<file path="src/rtl/md5_msg_padder_if.sv">
// Byte-stream in / 512-bit block out bundle for the MD5 message padder.
// slave: padder side; master: producer of bytes and consumer of blocks.
interface md5_msg_padder_if;
  logic         in_valid;
  logic         in_ready;
  logic [7:0]   in_data;
  logic         in_keep;
  logic         in_last;
  logic         blk_valid;
  logic         blk_ready;
  logic [511:0] blk_data;
  logic         blk_last;

  modport slave (
    input  in_valid, in_data, in_keep, in_last, blk_ready,
    output in_ready, blk_valid, blk_data, blk_last
  );

  modport master (
    output in_valid, in_data, in_keep, in_last, blk_ready,
    input  in_ready, blk_valid, blk_data, blk_last
  );
endinterface

</file>
<file path="src/rtl/md5_msg_padder.sv">
// MD5 message front-end: packs bytes into 512-bit blocks, adds 0x80/zeros/LE bit length.
// Ports: clk, rst_n (async low), io (slave): byte stream in, block stream out.
module md5_msg_padder #(
  parameter int LEN_W = 64
) (
  input logic            clk,
  input logic            rst_n,
  md5_msg_padder_if.slave io
);
  typedef enum logic [1:0] {FILL, PAD, EMIT} state_t;
  typedef enum logic [1:0] {NONE, NEED80, NEEDLEN} pend_t;

  state_t           state_q, state_d;
  pend_t            pend_q;
  logic [5:0]       idx_q;
  logic [LEN_W-1:0] len_q;
  logic [511:0]     blk_q;
  logic             last_q;
  logic             rdy_q;
  logic [63:0]      len64;
  logic             acc, full, hs;

  assign acc  = io.in_valid && io.in_ready;
  assign full = acc && io.in_keep && (idx_q == 6'd63);
  assign hs   = io.blk_valid && io.blk_ready;
  assign len64 = 64'(len_q);

  assign io.in_ready  = rdy_q && (state_q == FILL);
  assign io.blk_valid = (state_q == EMIT);
  assign io.blk_data  = blk_q;
  assign io.blk_last  = last_q;

  // Holds in_ready low until the first clock after reset release.
  always_ff @(posedge clk or negedge rst_n) begin
    if (!rst_n) rdy_q <= 1'b0;
    else        rdy_q <= 1'b1;
  end

  always_ff @(posedge clk or negedge rst_n) begin
    if (!rst_n) state_q <= FILL;
    else        state_q <= state_d;
  end

  always_comb begin
    state_d = state_q;
    unique case (state_q)
      FILL: begin
        if (full)
          state_d = EMIT;
        else if (acc && io.in_last)
          state_d = PAD;
      end
      PAD: state_d = EMIT;
      EMIT: begin
        if (hs) begin
          if (last_q)             state_d = FILL;
          else if (pend_q != NONE) state_d = PAD;
          else                    state_d = FILL;
        end
      end
      default: state_d = FILL;
    endcase
  end

  always_ff @(posedge clk or negedge rst_n) begin
    if (!rst_n) begin
      pend_q <= NONE;
      idx_q  <= '0;
      len_q  <= '0;
      blk_q  <= '0;
      last_q <= 1'b0;
    end else begin
      unique case (state_q)
        FILL: begin
          if (acc && io.in_keep) begin
            blk_q[{idx_q, 3'b000} +: 8] <= io.in_data;
            idx_q <= idx_q + 6'd1;
            len_q <= len_q + LEN_W'(8);
          end
          if (full) begin
            last_q <= 1'b0;
            pend_q <= io.in_last ? NEED80 : NONE;
          end
        end
        PAD: begin
          // Bytes below idx keep message data; 0x80 at idx; rest zero.
          for (int k = 0; k < 64; k++) begin
            if (pend_q == NEEDLEN || 6'(k) > idx_q)
              blk_q[8*k +: 8] <= 8'h00;
            else if (6'(k) == idx_q)
              blk_q[8*k +: 8] <= 8'h80;
          end
          // Length only fits when the marker left bytes 56..63 free.
          if (pend_q == NEEDLEN || idx_q <= 6'd55) begin
            blk_q[511:448] <= len64;
            last_q <= 1'b1;
            pend_q <= NONE;
          end else begin
            last_q <= 1'b0;
            pend_q <= NEEDLEN;
          end
        end
        EMIT: begin
          if (hs) begin
            idx_q  <= '0;
            blk_q  <= '0;
            last_q <= 1'b0;
            if (last_q) len_q <= '0;
          end
        end
        default: ;
      endcase
    end
  end
endmodule

</file>
<file path="src/flat_wrapper.sv">
// flat-port wrapper written by rule: the top's interface ports become plain ports
module md5_msg_padder_flat 
#(
  parameter int LEN_W = 64
)
  (clk, rst_n, io_in_valid, io_in_data, io_in_keep, io_in_last, io_blk_ready, io_in_ready, io_blk_valid, io_blk_data, io_blk_last);
  md5_msg_padder_if io_i ();
  input logic clk;
  input logic rst_n;
  input wire logic [$bits(io_i.in_valid)-1:0] io_in_valid;
  input wire logic [$bits(io_i.in_data)-1:0] io_in_data;
  input wire logic [$bits(io_i.in_keep)-1:0] io_in_keep;
  input wire logic [$bits(io_i.in_last)-1:0] io_in_last;
  input wire logic [$bits(io_i.blk_ready)-1:0] io_blk_ready;
  output wire logic [$bits(io_i.in_ready)-1:0] io_in_ready;
  output wire logic [$bits(io_i.blk_valid)-1:0] io_blk_valid;
  output wire logic [$bits(io_i.blk_data)-1:0] io_blk_data;
  output wire logic [$bits(io_i.blk_last)-1:0] io_blk_last;
  assign io_i.in_valid = io_in_valid;
  assign io_i.in_data = io_in_data;
  assign io_i.in_keep = io_in_keep;
  assign io_i.in_last = io_in_last;
  assign io_i.blk_ready = io_blk_ready;
  assign io_in_ready = io_i.in_ready;
  assign io_blk_valid = io_i.blk_valid;
  assign io_blk_data = io_i.blk_data;
  assign io_blk_last = io_i.blk_last;
  md5_msg_padder #(.LEN_W(LEN_W)) u_core (.clk(clk), .rst_n(rst_n), .io(io_i));
endmodule
</file>
<file path="config.mk">
export PLATFORM = sky130hd
export DESIGN_NAME = md5_msg_padder_flat
export DESIGN_NICKNAME = d
export VERILOG_FILES = /design/src/rtl/md5_msg_padder_if.sv /design/src/rtl/md5_msg_padder.sv /design/src/flat_wrapper.sv
export SDC_FILE = /design/constraint.sdc
export NUM_CORES = 1
export LEC_CHECK = 0
export BUFFER_PORTS_ARGS = -buffer_cell sky130_fd_sc_hd__buf_2
export CAP_MARGIN = 30
export CORE_MARGIN = 3
export CORE_UTILIZATION = 40
export DETAILED_ROUTE_END_ITERATION = 10
export PLACE_DENSITY = 0.59
export REMOVE_ABC_BUFFERS = 1
export SLEW_MARGIN = 5
export SYNTH_ARGS = -nofsm -noshare
export SYNTH_HDL_FRONTEND = slang
export SYNTH_SLANG_ARGS = --single-unit
</file>
<file path="constraint.sdc">
create_clock -name clk -period 10.4 [get_ports clk]
set_input_delay 1.04 -clock clk [delete_from_list [all_inputs] [get_ports clk]]
set_output_delay 1.04 -clock clk [all_outputs]
set_load 0.005 [all_outputs]
</file>
# Word-level counts from Yosys, hierarchy flattened
# Cells that the tools add are included.
# Widths: inputs -> output; s select.
[totals]
word_cells = 576
in_bits = 14
ff_bits = 588
out_inout_bits = 515
[classes]
reduce_logical = 146
n_mux = 154
magnitude_cmp = 65
eq_ne = 136
shifts = 2
n_addsub = 3
[ops]
columns = ["cell", "count"]
rows = [
  ["$pmux 512 s3", 1],
  ["$mux 512", 2],
  ["$mux 8", 128],
  ["$bwmux 512", 1],
  ["$shift 8x11->512 const A", 1],
  ["$shiftx 8x11->512", 1],
  ["$reduce_and 4->1", 65],
  ["$mux 64", 4],
  ["$eq 6x6->1 const A", 32],
  ["$gt 6x6->1 const A", 32],
  ["$ne 3x1->1 const B", 56],
  ["$pmux 64 s2", 1],
  ["$eq 5x6->1 const A", 16],
  ["$gt 5x6->1 const A", 16],
  ["$logic_or 1x1->1", 65],
  ["$add 64x4->64 const B", 1],
  ["$eq 4x6->1 const A", 8],
  ["$gt 4x6->1 const A", 8],
  ["$ne 4x1->1 const B", 8],
  ["$eq 3x6->1 const A", 4],
  ["$gt 3x6->1 const A", 4],
  ["$eq 2x6->1 const A", 2],
  ["$gt 1x6->1 const A", 2],
  ["$gt 2x6->1 const A", 2],
  ["24 further kinds", 46],
]

# Depth between registers and ports, before layout
[depth]
ltp_word = 7
depth_mapped = 13
depth_no_buf = 7

# Worst setup path before layout
# Ideal clock, no wire load.
[synth_timing]
path_kind = "register to register"
from = "register u_core.idx_q[1]"
to = "register u_core.blk_q[151] (netlist: u_core.io.blk_data[151])"
slack_ns = 6.979
synth_period_minus_slack_ns = 3.421
path_buffers = 5
t_required_ns = 10.272
setup_time_ns = 0.128
path_stages_with_launch = 13
t_arrival_ns = 3.294
cell_sequence = "dfrtp_1 buf_2 buf_2 buf_1 inv_1 ha_1 clkbuf_1 nor2b_1 o211ai_4 nand2_1 or3b_1 buf_2 mux2_1"
[synth_between]
elab_chain_cells = 5
word_cells_on_any_way = 12
classes_between = "add/sub: 1; order compare: 1; eq/ne: 2; shift: 2; mux: 4; reduce/logical: 2"
[synth_rtl]
columns = ["item", "line_no", "rtl"]
rows = [
  ["start: declaration", "md5_msg_padder.sv:15", "logic [5:0] idx_q;"],
  ["start signal: assignment", "md5_msg_padder.sv:77", "idx_q <= idx_q + 6'd1;"],
  ["$neg 9->11", "md5_msg_padder.sv:76", "blk_q[{idx_q, 3'b000} +: 8] <= io.in_data;"],
  ["$shiftx 8x11->512 or $shift 8x11->512 (tied branches)", "md5_msg_padder.sv:76", ""],
  ["$bwmux 512", "md5_msg_padder.sv:76", ""],
  ["$mux 512", "md5_msg_padder.sv:75", "if (acc && io.in_keep) begin"],
  ["$pmux 512 s3", "md5_msg_padder.sv:73", "unique case (state_q)"],
  ["end signal: indexed assignment", "md5_msg_padder.sv:76", ""],
  ["end: declaration", "md5_msg_padder.sv:17", "logic [511:0] blk_q;"],
]
# Parallel ways exist; a longest one is shown, timed or not. The select of a mux whose other input is x is not followed.
# A chain may end at the register's enable or synchronous reset.

# Worst setup path after layout
[layout_timing]
from = "register u_core.state_q[0]"
to = "register u_core.blk_q[151] (netlist: u_core.io.blk_data[151])"
[layout_between]
elab_chain_cells = 6
word_cells_on_any_way = 13
classes_between = "eq/ne: 5; mux: 1; reduce/logical: 7"
[layout_rtl]
columns = ["item", "line_no", "rtl"]
rows = [
  ["start: declaration", "md5_msg_padder.sv:13", "state_t state_q, state_d;"],
  ["start signal: assignment", "md5_msg_padder.sv:41", "else state_q <= state_d;"],
  ["$logic_not 2->1", "md5_msg_padder.sv:28, md5_msg_padder.sv:73", ""],
  ["$logic_and 1x1->1", "md5_msg_padder.sv:28", "assign io.in_ready = rdy_q && (state_q == FILL);"],
  ["$logic_and 1x1->1", "md5_msg_padder.sv:23", "assign acc = io.in_valid && io.in_ready;"],
  ["$logic_and 1x1->1", "md5_msg_padder.sv:75", ""],
  ["$ne 2x1->1 (no source line)", "--", ""],
  ["$reduce_and 4->1 (no source line)", "--", ""],
]
# Parallel ways exist; a longest one is shown, timed or not.

==> metrics.yaml <==
status: "complete, no violations"
ys.flop_type: "dfrtp_1"
vias_in_the_first_global_route: 24700
synthDistinctLibCells: 103
finalWirelength_um: 122000
floorplan.initialDensity: 0.409
synth.yosys.warnings: 0
clock_latency_ns: 0.61
hold_class: "in2async"
clk_root_buffer_cell: "clkbuf_16"
area_of_the_die_um2: 72600
post_cts_buffers: 0
cts_buffers: 66
p_leak_nw: 16.3
place_congestion: 1.01
commonest_non_fill_non_tap_cells_in_the_layout: "dfrtp_1, buf_2, a22o_1, nand2_1, nor2_1"
ir_drop_v: 0.000162
ys_ff_latch: 585
fillers: 6217
dr.first_iter.drc_count: 2767
synth-edff-count: 0
startpoint_class_of_the_critical_path: "flop"
post_cts.resized_instances: 0
worstPathMaxFanout: 73
worst_setup_hold_path_clk_slew_ns: 0.06
die_h_um: 270
asyncSetResetFlopFracSynth: 1.00
initial_antenna_violation_count: 3
detailed_place.area_um2: 31500
power.density_cell_area_nw_per_um2: 255
crit_buf_inv: 3
final-max-slew-violation-count: 0
timing.clock.skew_ns: 0.0319
report.final.hold_viol_count: 0
crit_path_cell_trace: "inv_1 > ha_4 > inv_2 > buf_4 > nand2_1 > or4_1 > o22ai_1 > mux2_1"
post_drt_wl_per_cell_um: 30.5
endpoint_class_of_the_critical_path: "flop"
min_period_over_period: 0.387
fin_hold_ws_ns: 0.460
top_ports: 529
grt_setup_unrepaired: "no"
grt_use_total: 0.324
worst_pin_slew_ns: 1.16
grt_first_pass_wirelength_um: 176000
final_layout_size_suffix_gt1_frac: 0.289
fp.dieW_um: 270
ctsLongestPathBuffers: 3
timing.max_slew.rel_slack: 0.219
iteration_count_of_the_initial_detailed_routing_pass: 6
area_growth_syn_to_fin_pct: 21.5
timing.max_cap.violations: 0
fin_tns_setup_ns: 0
nets: 3039
routed_via_density: 6.42
cts.sinks: 585
drc_errors: 0
mean_cell_area_of_the_mapped_netlist_um2: 11.0
cts_tree: "done"
vias: 25600
fp.coreArea_um2: 68000
multi_input_area_um2: 12200
fin_total_pwr_mw: 8.62
syn_inst: 2525
postRouteAntennaNets: 0
syn_area_um2: 27800
regArea_um2: 14600
critical_path.top_delay_family: "simple AND/OR/NAND/NOR gates"
cp_slowest_cell: "or4_1"
htreeDepth: 3
dp_hpwl_um: 88300
max_clock_freq_ghz: 0.249
cts_hold_buf: 0
worst_path_required_time_ns: 10.92
timing.final.crit_period_ns: 4.02
grt_start_max_net_pins: 179
max_stage_delay_ns: 0.77
stdcell_area_um2: 33800
timing_worst_setup_path_type: "reg2reg"
core.rowCount: 95
numPortBuffers: 528
final_common_cell: "dfrtp_1"
worst_ep_arrival_time_ns: 4.54
report.final.setup_viol: 0
globalRoute.totalOverflow: 0
synth.yosys.seq_area_share: 0.527
[stage by stage]
stage,util,instances,worst slack [ns]
CTS,0.496,3981,6.50
detailed placement,0.463,3864,6.53
global route,0.496,3985,6.29
floorplan,-,2340,4.62
global placement,0.461,3854,6.27
finish,0.496,3987,6.38
[worst paths after layout]
path,from,to,slack (ns),cells after the start
max reg2reg,u_core.state_q[0],u_core.io.blk_data[151],6.38,8
min in group clk,u_core.io.blk_data[267],u_core.io.blk_data[267],0.48,1
max,u_core.state_q[0],u_core.io.blk_data[151],6.38,8
min,rst_n,u_core.io.blk_data[145],0.46,1
min reg2reg,u_core.io.blk_data[267],u_core.io.blk_data[267],0.48,1
max in group asynchronous,rst_n,u_core.io.blk_data[65],7.61,3
[layout make-up]
type,count,area share
antenna,2,0.000148
clock buffer,96,0.0592
clock inverter,21,0.00775
inverter,51,0.00567
multi-input combinational,1704,0.362
sequential,585,0.434
tap,921,0.0341
timing repair buffer,607,0.0979
[synth_stat cells, types with 40 or more instances]
| cell | instances | area (µm²) |
|---|---|---|
| nor3_1 | 45 | 225 |
| a22o_1 | 291 | 2550 |
| nor2_1 | 116 | 435 |
| o2bb2ai_1 | 72 | 631 |
| dfrtp_1 | 585 | 14600 |
| clkbuf_1 | 112 | 420 |
| nand2_1 | 166 | 623 |
| mux2_2 | 82 | 923 |
| a21oi_1 | 109 | 546 |
| inv_1 | 49 | 184 |
| nand3_1 | 83 | 415 |
| o21ai_0 | 92 | 460 |
| nand4_1 | 49 | 307 |
| buf_2 | 40 | 200 |
[power breakdown]
part / total (mW) / switching (mW) / internal [mW]
clock network: 2.43 / 0.967 / 1.46
registers: 2.72 / 0.193 / 2.53
logic: 3.48 / 2.53 / 0.943
total: 8.62 / 3.69 / 4.93
[kinds of logic after synthesis]
group,share of synthesized area
buffers and inverters,0.0355
other,0.000135
and+or+nand+nor,0.138
DFF,0.527
AOI/OAI and AO/OA,0.241
adders and majority gates,0.00450
xor gates and xnor gates,0.00500
muxes,0.0487
[routing by layer]
layer / global-route usage / vias up / share of wire
met5: 0 / - / 0.00024
met3: 0.0760 / 349 / 0.091
li1: - / 10700 / -
met2: 0.509 / 1564 / 0.46
met4: 0.154 / 4 / 0.052
met1: 0.426 / 13000 / 0.40
[registers in the layout, indices dropped and copies added, names as in the netlist]
name,flops
u_core.idx_q,6
u_core.pend_q,2
u_core.io.blk_data,512
u_core.io.blk_last,1
u_core.len64,61
u_core.rdy_q,1
u_core.state_q,2
Power figures use the tool's default switching activity.
